`src/rtl/data_memory_if.sv`:
```
// data_memory_if: requester/responder bus between the data cache and main memory.
// The master side (dcache) raises read or write and holds it until busywait drops.
// The slave side (data_memory) returns a registered block on readdata.
interface data_memory_if #(
    parameter int ADDR_W = 6,
    parameter int DATA_W = 32
);
    logic              read;
    logic              write;
    logic [ADDR_W-1:0] address;
    logic [DATA_W-1:0] writedata;
    logic [DATA_W-1:0] readdata;
    logic              busywait;

    modport master (
        output read,
        output write,
        output address,
        output writedata,
        input  readdata,
        input  busywait
    );

    modport slave (
        input  read,
        input  write,
        input  address,
        input  writedata,
        output readdata,
        output busywait
    );
endinterface

```
`src/rtl/data_memory.sv`:
```
// data_memory: block-addressed main data memory serving one requester (dcache).
// Each access takes a fixed LATENCY cycles in BUSY, then one DONE cycle with
// busywait low so the requester can drop or renew its request.
// Optional build macro DMEM_RESET_CLEAR_EN: reset also zeroes every memory word.
// Without it the array keeps its contents across reset.
module data_memory #(
    parameter int ADDR_W  = 6,
    parameter int DATA_W  = 32,
    parameter int LATENCY = 5
) (
    input  logic         clock,
    input  logic         reset,
    data_memory_if.slave bus
);
    localparam int DEPTH = 2 ** ADDR_W;
    localparam logic [7:0] COUNT_INIT = 8'(LATENCY - 1);

    typedef enum logic [1:0] {
        IDLE = 2'd0,
        BUSY = 2'd1,
        DONE = 2'd2
    } state_t;

    state_t            state_q, state_d;
    logic [7:0]        count_q, count_d;
    logic              op_wr_q, op_wr_d;
    logic [ADDR_W-1:0] addr_q, addr_d;
    logic [DATA_W-1:0] wdata_q, wdata_d;
    logic [DATA_W-1:0] readdata_q, readdata_d;
    logic [DATA_W-1:0] mem_q [DEPTH];

    logic req;
    logic mem_we;
    logic busywait;

    // A request is valid only when exactly one of read/write is asserted.
    assign req = bus.read ^ bus.write;

    assign bus.readdata = readdata_q;
    assign bus.busywait = busywait;

    // Next-state, latch and access decode; busywait is combinational so it
    // rises in the very cycle a request shows up in IDLE.
    always_comb begin
        state_d    = state_q;
        count_d    = count_q;
        op_wr_d    = op_wr_q;
        addr_d     = addr_q;
        wdata_d    = wdata_q;
        readdata_d = readdata_q;
        mem_we     = 1'b0;
        busywait   = 1'b0;
        unique case (state_q)
            IDLE: begin
                if (req) begin
                    busywait = 1'b1;
                    op_wr_d  = bus.write;
                    addr_d   = bus.address;
                    wdata_d  = bus.writedata;
                    count_d  = COUNT_INIT;
                    state_d  = BUSY;
                end
            end
            BUSY: begin
                busywait = 1'b1;
                if (count_q != 8'd0) begin
                    count_d = count_q - 8'd1;
                end else begin
                    state_d = DONE;
                    if (op_wr_q) begin
                        mem_we = 1'b1;
                    end else begin
                        readdata_d = mem_q[addr_q];
                    end
                end
            end
            DONE: begin
                state_d = IDLE;
            end
            default: begin
                state_d = IDLE;
            end
        endcase
    end

    // Control state and the registered read result return to idle values on reset.
    always_ff @(posedge clock) begin
        if (reset) begin
            state_q    <= IDLE;
            count_q    <= 8'd0;
            readdata_q <= '0;
        end else begin
            state_q    <= state_d;
            count_q    <= count_d;
            readdata_q <= readdata_d;
        end
    end

    // Latched copies of the request; inputs are not looked at again until IDLE.
    always_ff @(posedge clock) begin
        op_wr_q <= op_wr_d;
        addr_q  <= addr_d;
        wdata_q <= wdata_d;
    end

    // Storage array; a write still pending when reset arrives is dropped.
    always_ff @(posedge clock) begin
`ifdef DMEM_RESET_CLEAR_EN
        if (reset) begin
            for (int i = 0; i < DEPTH; i++) begin
                mem_q[i] <= '0;
            end
        end else if (mem_we) begin
            mem_q[addr_q] <= wdata_q;
        end
`else
        if (!reset && mem_we) begin
            mem_q[addr_q] <= wdata_q;
        end
`endif
    end
endmodule

```
`src/flat_wrapper.sv`:
```
// flat-port wrapper written by rule: the top's interface ports become plain ports
module data_memory_flat 
#(
    parameter int ADDR_W  = 6,
    parameter int DATA_W  = 32,
    parameter int LATENCY = 5
)
  (clock, reset, bus_read, bus_write, bus_address, bus_writedata, bus_readdata, bus_busywait);
  data_memory_if #(.ADDR_W(ADDR_W), .DATA_W(DATA_W)) bus_i ();
  input  logic clock;
  input  logic reset;
  input wire logic [$bits(bus_i.read)-1:0] bus_read;
  input wire logic [$bits(bus_i.write)-1:0] bus_write;
  input wire logic [$bits(bus_i.address)-1:0] bus_address;
  input wire logic [$bits(bus_i.writedata)-1:0] bus_writedata;
  output wire logic [$bits(bus_i.readdata)-1:0] bus_readdata;
  output wire logic [$bits(bus_i.busywait)-1:0] bus_busywait;
  assign bus_i.read = bus_read;
  assign bus_i.write = bus_write;
  assign bus_i.address = bus_address;
  assign bus_i.writedata = bus_writedata;
  assign bus_readdata = bus_i.readdata;
  assign bus_busywait = bus_i.busywait;
  data_memory #(.ADDR_W(ADDR_W), .DATA_W(DATA_W), .LATENCY(LATENCY)) u_core (.clock(clock), .reset(reset), .bus(bus_i));
endmodule
```
`config.mk`:
```
export PLATFORM = sky130hd
export DESIGN_NAME = data_memory_flat
export DESIGN_NICKNAME = d
export VERILOG_FILES = /design/src/rtl/data_memory_if.sv /design/src/rtl/data_memory.sv /design/src/flat_wrapper.sv
export SDC_FILE = /design/constraint.sdc
export NUM_CORES = 2
export LEC_CHECK = 0
export ABC_CLOCK_PERIOD_IN_PS = 4300
export CORE_ASPECT_RATIO = 1.4
export CORE_MARGIN = 2
export CORE_UTILIZATION = 50
export DETAILED_ROUTE_END_ITERATION = 10
export GPL_ROUTABILITY_DRIVEN = 0
export HOLD_SLACK_MARGIN = 0.02
export PLACE_DENSITY_LB_ADDON = 0.12
export SETUP_SLACK_MARGIN = 0.3
export SYNTH_ARGS = -nofsm -noshare
export SYNTH_HDL_FRONTEND = slang
export SYNTH_SLANG_ARGS = --single-unit
```
`constraint.sdc`:
```
create_clock -name clock -period 4.3 [get_ports clock]
set_input_delay 1.075 -clock clock [delete_from_list [all_inputs] [get_ports clock]]
set_output_delay 1.075 -clock clock [all_outputs]
set_load 0.01 [all_outputs]
```
==> results by group <==
Finish
  • Area growth, synth to finish: 14.2%
  • Final core occ: 57.5%
  • Number of nets in the layout: 4728
  • Most frequent cells in the layout: edfxtp_1 (2087), mux2i_1 (307), a221oi_1 (232)
  • Layout cell share with drive strength beyond 1: a little under a fifth
  • Most common cell after layout, fill and taps aside: edfxtp_1
  • Finished Cell Area: 0.0934 mm²

Setup path
  • CP Cell Sequence: buf_12 > and2_2 > buf_4 > buf_4 > a22oi_1 > nand3_1 > nand3_1 > nor3_1 > a311oi_1
  • Worst Path Arrival: around 4.7 ns
  • R2r startpoint: u_core.addr_q[0]
  • Crit path required time: roughly 5.0 ns
  • CP Capture Type: flip-flop
  • Critical Path Fanout Max: 40
  • CP Class: reg -> reg
  • Startpoint types: flip-flop
  • Reg2Reg Setup Slack: around 0.37 ns
  • Slowest Stage Delay on Critical Path: 0.77 ns
  • R2R Path End: u_core.bus.readdata[12]
  • Path depth of the worst reg2reg path: 9
  • Crit path max-delay cell type: nor3_1

CTS
  • Clock Latency Late Sink: just under 0.9 ns
  • Root buffer cell: clkbuf_16
  • TritonCTS clock tree: built
  • CTS clk-pin slew, worst paths: 0.07 ns
  • Htree depth: 4
  • Setup repair bufs after CTS: 0
  • Clk buf depth: 3
  • Cts repair resizes: 0
  • Cts hold-fix bufs: 0
  • CTS Buf Count: 197
  • Sink Count: 2129

Logic synthesis
  • Main synth FF type: edfxtp_1
  • Async SR Flop Fraction: 0%
  • Syn Inst Count: 4426
  • Yosys warns: 0
  • Synth unique cells: 80
  • Yosys reg bits: approximately 2100
  • Post-synthesis average cell area: 18.5 µm²
  • Sequential area share after synthesis: 77.6%
  • Post-synth EDFFs: 2087
  • Post-Syn Nets: 4470
  • Post-Syn Area: 0.0818 mm²

Floorplanning
  • Die Area: 0.167 mm²
  • Starting Density: 50.3%
  • Die H: 483 µm
  • Placement Rows: 175
  • IO Count: 75
  • Die Wd: approximately 350 µm
  • Core ar.: 0.162 mm²

Detailed routing
  • Via density per instance: 6.63
  • Starting DRT DRC Count: around 6300
  • WL/cell: 36.3 µm
  • Routed Antenna Nets: 0
  • Number of remaining DRC errors: 0
  • DRT Pass-1 Iters: 7
  • WL final: 253 mm
  • Vias post-DR: 46300

Global route
  • Initial antenna violation count: 14
  • First-pass GRT wire length: 352 mm
  • Global Route Usage Sum: 30.2%
  • Vias in the first global route: 45000
  • Total global routing overflow: 0
  • Pin count of the biggest net entering global routing: 101

Power and ir drop
  • PD cells: 537 mW/mm²
  • Leak Pwr: 29.8 nW
  • Peak VDD IR: between 0.0004 and 0.0005 V

STA
  • Actual slew at the worst max-slew pin: between 1 and 1.5 ns
  • Setup Skew: between 0.05 and 0.06 ns
  • Final Hold Fails: 0
  • Rel. slew slack: 17.2%
  • Final min period: 3.93 ns
  • Slack of the critical path: 0.366 ns
  • Final setup vio count: 0
  • RSZ-0062 raised after global routing: false
  • Fmax: 254 MHz
  • Setup TNS: 0 ns
  • Period utilization: 91.5%
  • Max Transition Viols Final: 0

Worst hold path
  • Hold Crit Start: u_core.count_q[7]
  • WHS Path Cells: 2
  • Hold Crit Class: reg -> reg
  • Hold Crit Endpoint: u_core.count_q[7]

Placed design
  • Port-buffer cells: 74
  • Post-Place Worst Slack: 0.177 ns
  • Post-detail-place hpwl: between 150 and 200 mm
  • Placed Instance Area: 0.0871 mm²

Run
  • Max_cap viols: 0

Run status
  • Status: finished clean
-- cells by family (layout without fill, tap and decap cells) --
logic type | Yosys count | count (layout) | share of synthesized area (%)
AOI/OAI and AO/OA | 988 | 988 | 8.89
buffers and inverters | 319 | 738 | 2.28
muxes | 591 | 591 | 8.91
xor gates and xnor gates | 6 | 6 | 0.0642
other | 0 | 7 | 0
and+or+nand+nor | 391 | 391 | 2.17
adders and majority gates | 2 | 2 | 0.0306
DFF | 2129 | 2129 | 77.6
-- through the flow --
stage / power, mW / cells / hold slack, ns
final: 50.1 / 6976 / 0.515
after global routing: 51.3 / 6970 / 0.551
after CTS: 50.1 / 6969 / 0.526
after detailed placement: 33.2 / 6609 / 0.511
after global placement: 33.1 / 6609 / 0.498
after floorplan: 29.1 / 4426 / 0.472
-- registers in the layout, indices dropped and copies added (netlist names) --
| register | count |
|---|---|
| u_core.bus.readdata | 32 |
| u_core.wdata_q | 32 |
| u_core.count_q | 8 |
| u_core.state_q | 2 |
| u_core.op_wr_q | 1 |
| u_core.mem_q | 2048 |
| u_core.addr_q | 6 |
-- cells in the mapped netlist, types with 9 or more instances --
cell	instances	area share, %
edfxtp_1	2087	77
mux2i_1	307	3.8
a221oi_1	232	2.5
a22oi_1	228	2.1
nor2_1	184	0.84
mux2_2	143	2.0
buf_2	119	0.73
a21oi_1	118	0.72
o22ai_1	105	0.80
mux4_2	90	2.5
nand2_1	88	0.40
o21ai_0	86	0.53
clkbuf_1	79	0.36
buf_4	53	0.49
mux2_1	50	0.69
nand3_1	44	0.27
dfxtp_1	42	1.0
buf_6	40	0.55
a31oi_1	34	0.26
a22o_1	30	0.32
a221o_1	22	0.27
buf_1	18	0.083
o21ai_1	17	0.10
a222oi_1	14	0.17
nor3_1	12	0.073
o2bb2ai_1	12	0.13
a211oi_1	10	0.092
and2_1	9	0.069
o2111ai_1	9	0.096
-- report_power, final --
group          internal (mW)  switching, mW
Sequential              23.9          0.314
Combinational           2.60           6.15
Clock                   9.56           7.60
Total                   36.0           14.1
-- routing by layer --
metal	wire (µm)	track usage (%)	vias to the layer above
li1	-	-	18800
met1	96600	40.0	24400
met2	125000	50.2	2553
met3	23500	6.01	448
met4	8430	10.4	4
met5	26	0	-
-- worst max-delay path, delay by kind of cell, from the launching register on --
| family | cells | cell delay, ns |
|---|---|---|
| AND/OR/NAND/NOR | 4 | 1.93 |
| flip-flops | 1 | 0.48 |
| buffers and inverters | 3 | 1.03 |
| AO/OA/AOI/OAI | 2 | 0.30 |
-- cell type report --
cell class              count  area, µm²
fillers                 12300      69100
flip-flops and latches   2129      63500
multi-input cells        1978      17000
clock buffers             256       5370
repair buffers            370       3900
well taps                2124       2660
clock inverters           104        885
inverters                   8       36.3
diodes                      7       17.5
-- how the worst max path moves through the flow --
stage                          start                      end  slack, ns  cells past startpoint
floorplan                      reset      u_core.mem_q[26][0]       0.42                      5
global placement               reset      u_core.mem_q[42][5]       0.14                      8
detailed placement             reset     u_core.mem_q[42][25]       0.18                      8
CTS                 u_core.addr_q[0]  u_core.bus.readdata[12]       0.53                      9
global route        u_core.addr_q[0]  u_core.bus.readdata[12]       0.41                      9
finish              u_core.addr_q[0]  u_core.bus.readdata[12]       0.37                      9
Note: power is estimated with default switching activity, not from simulation.
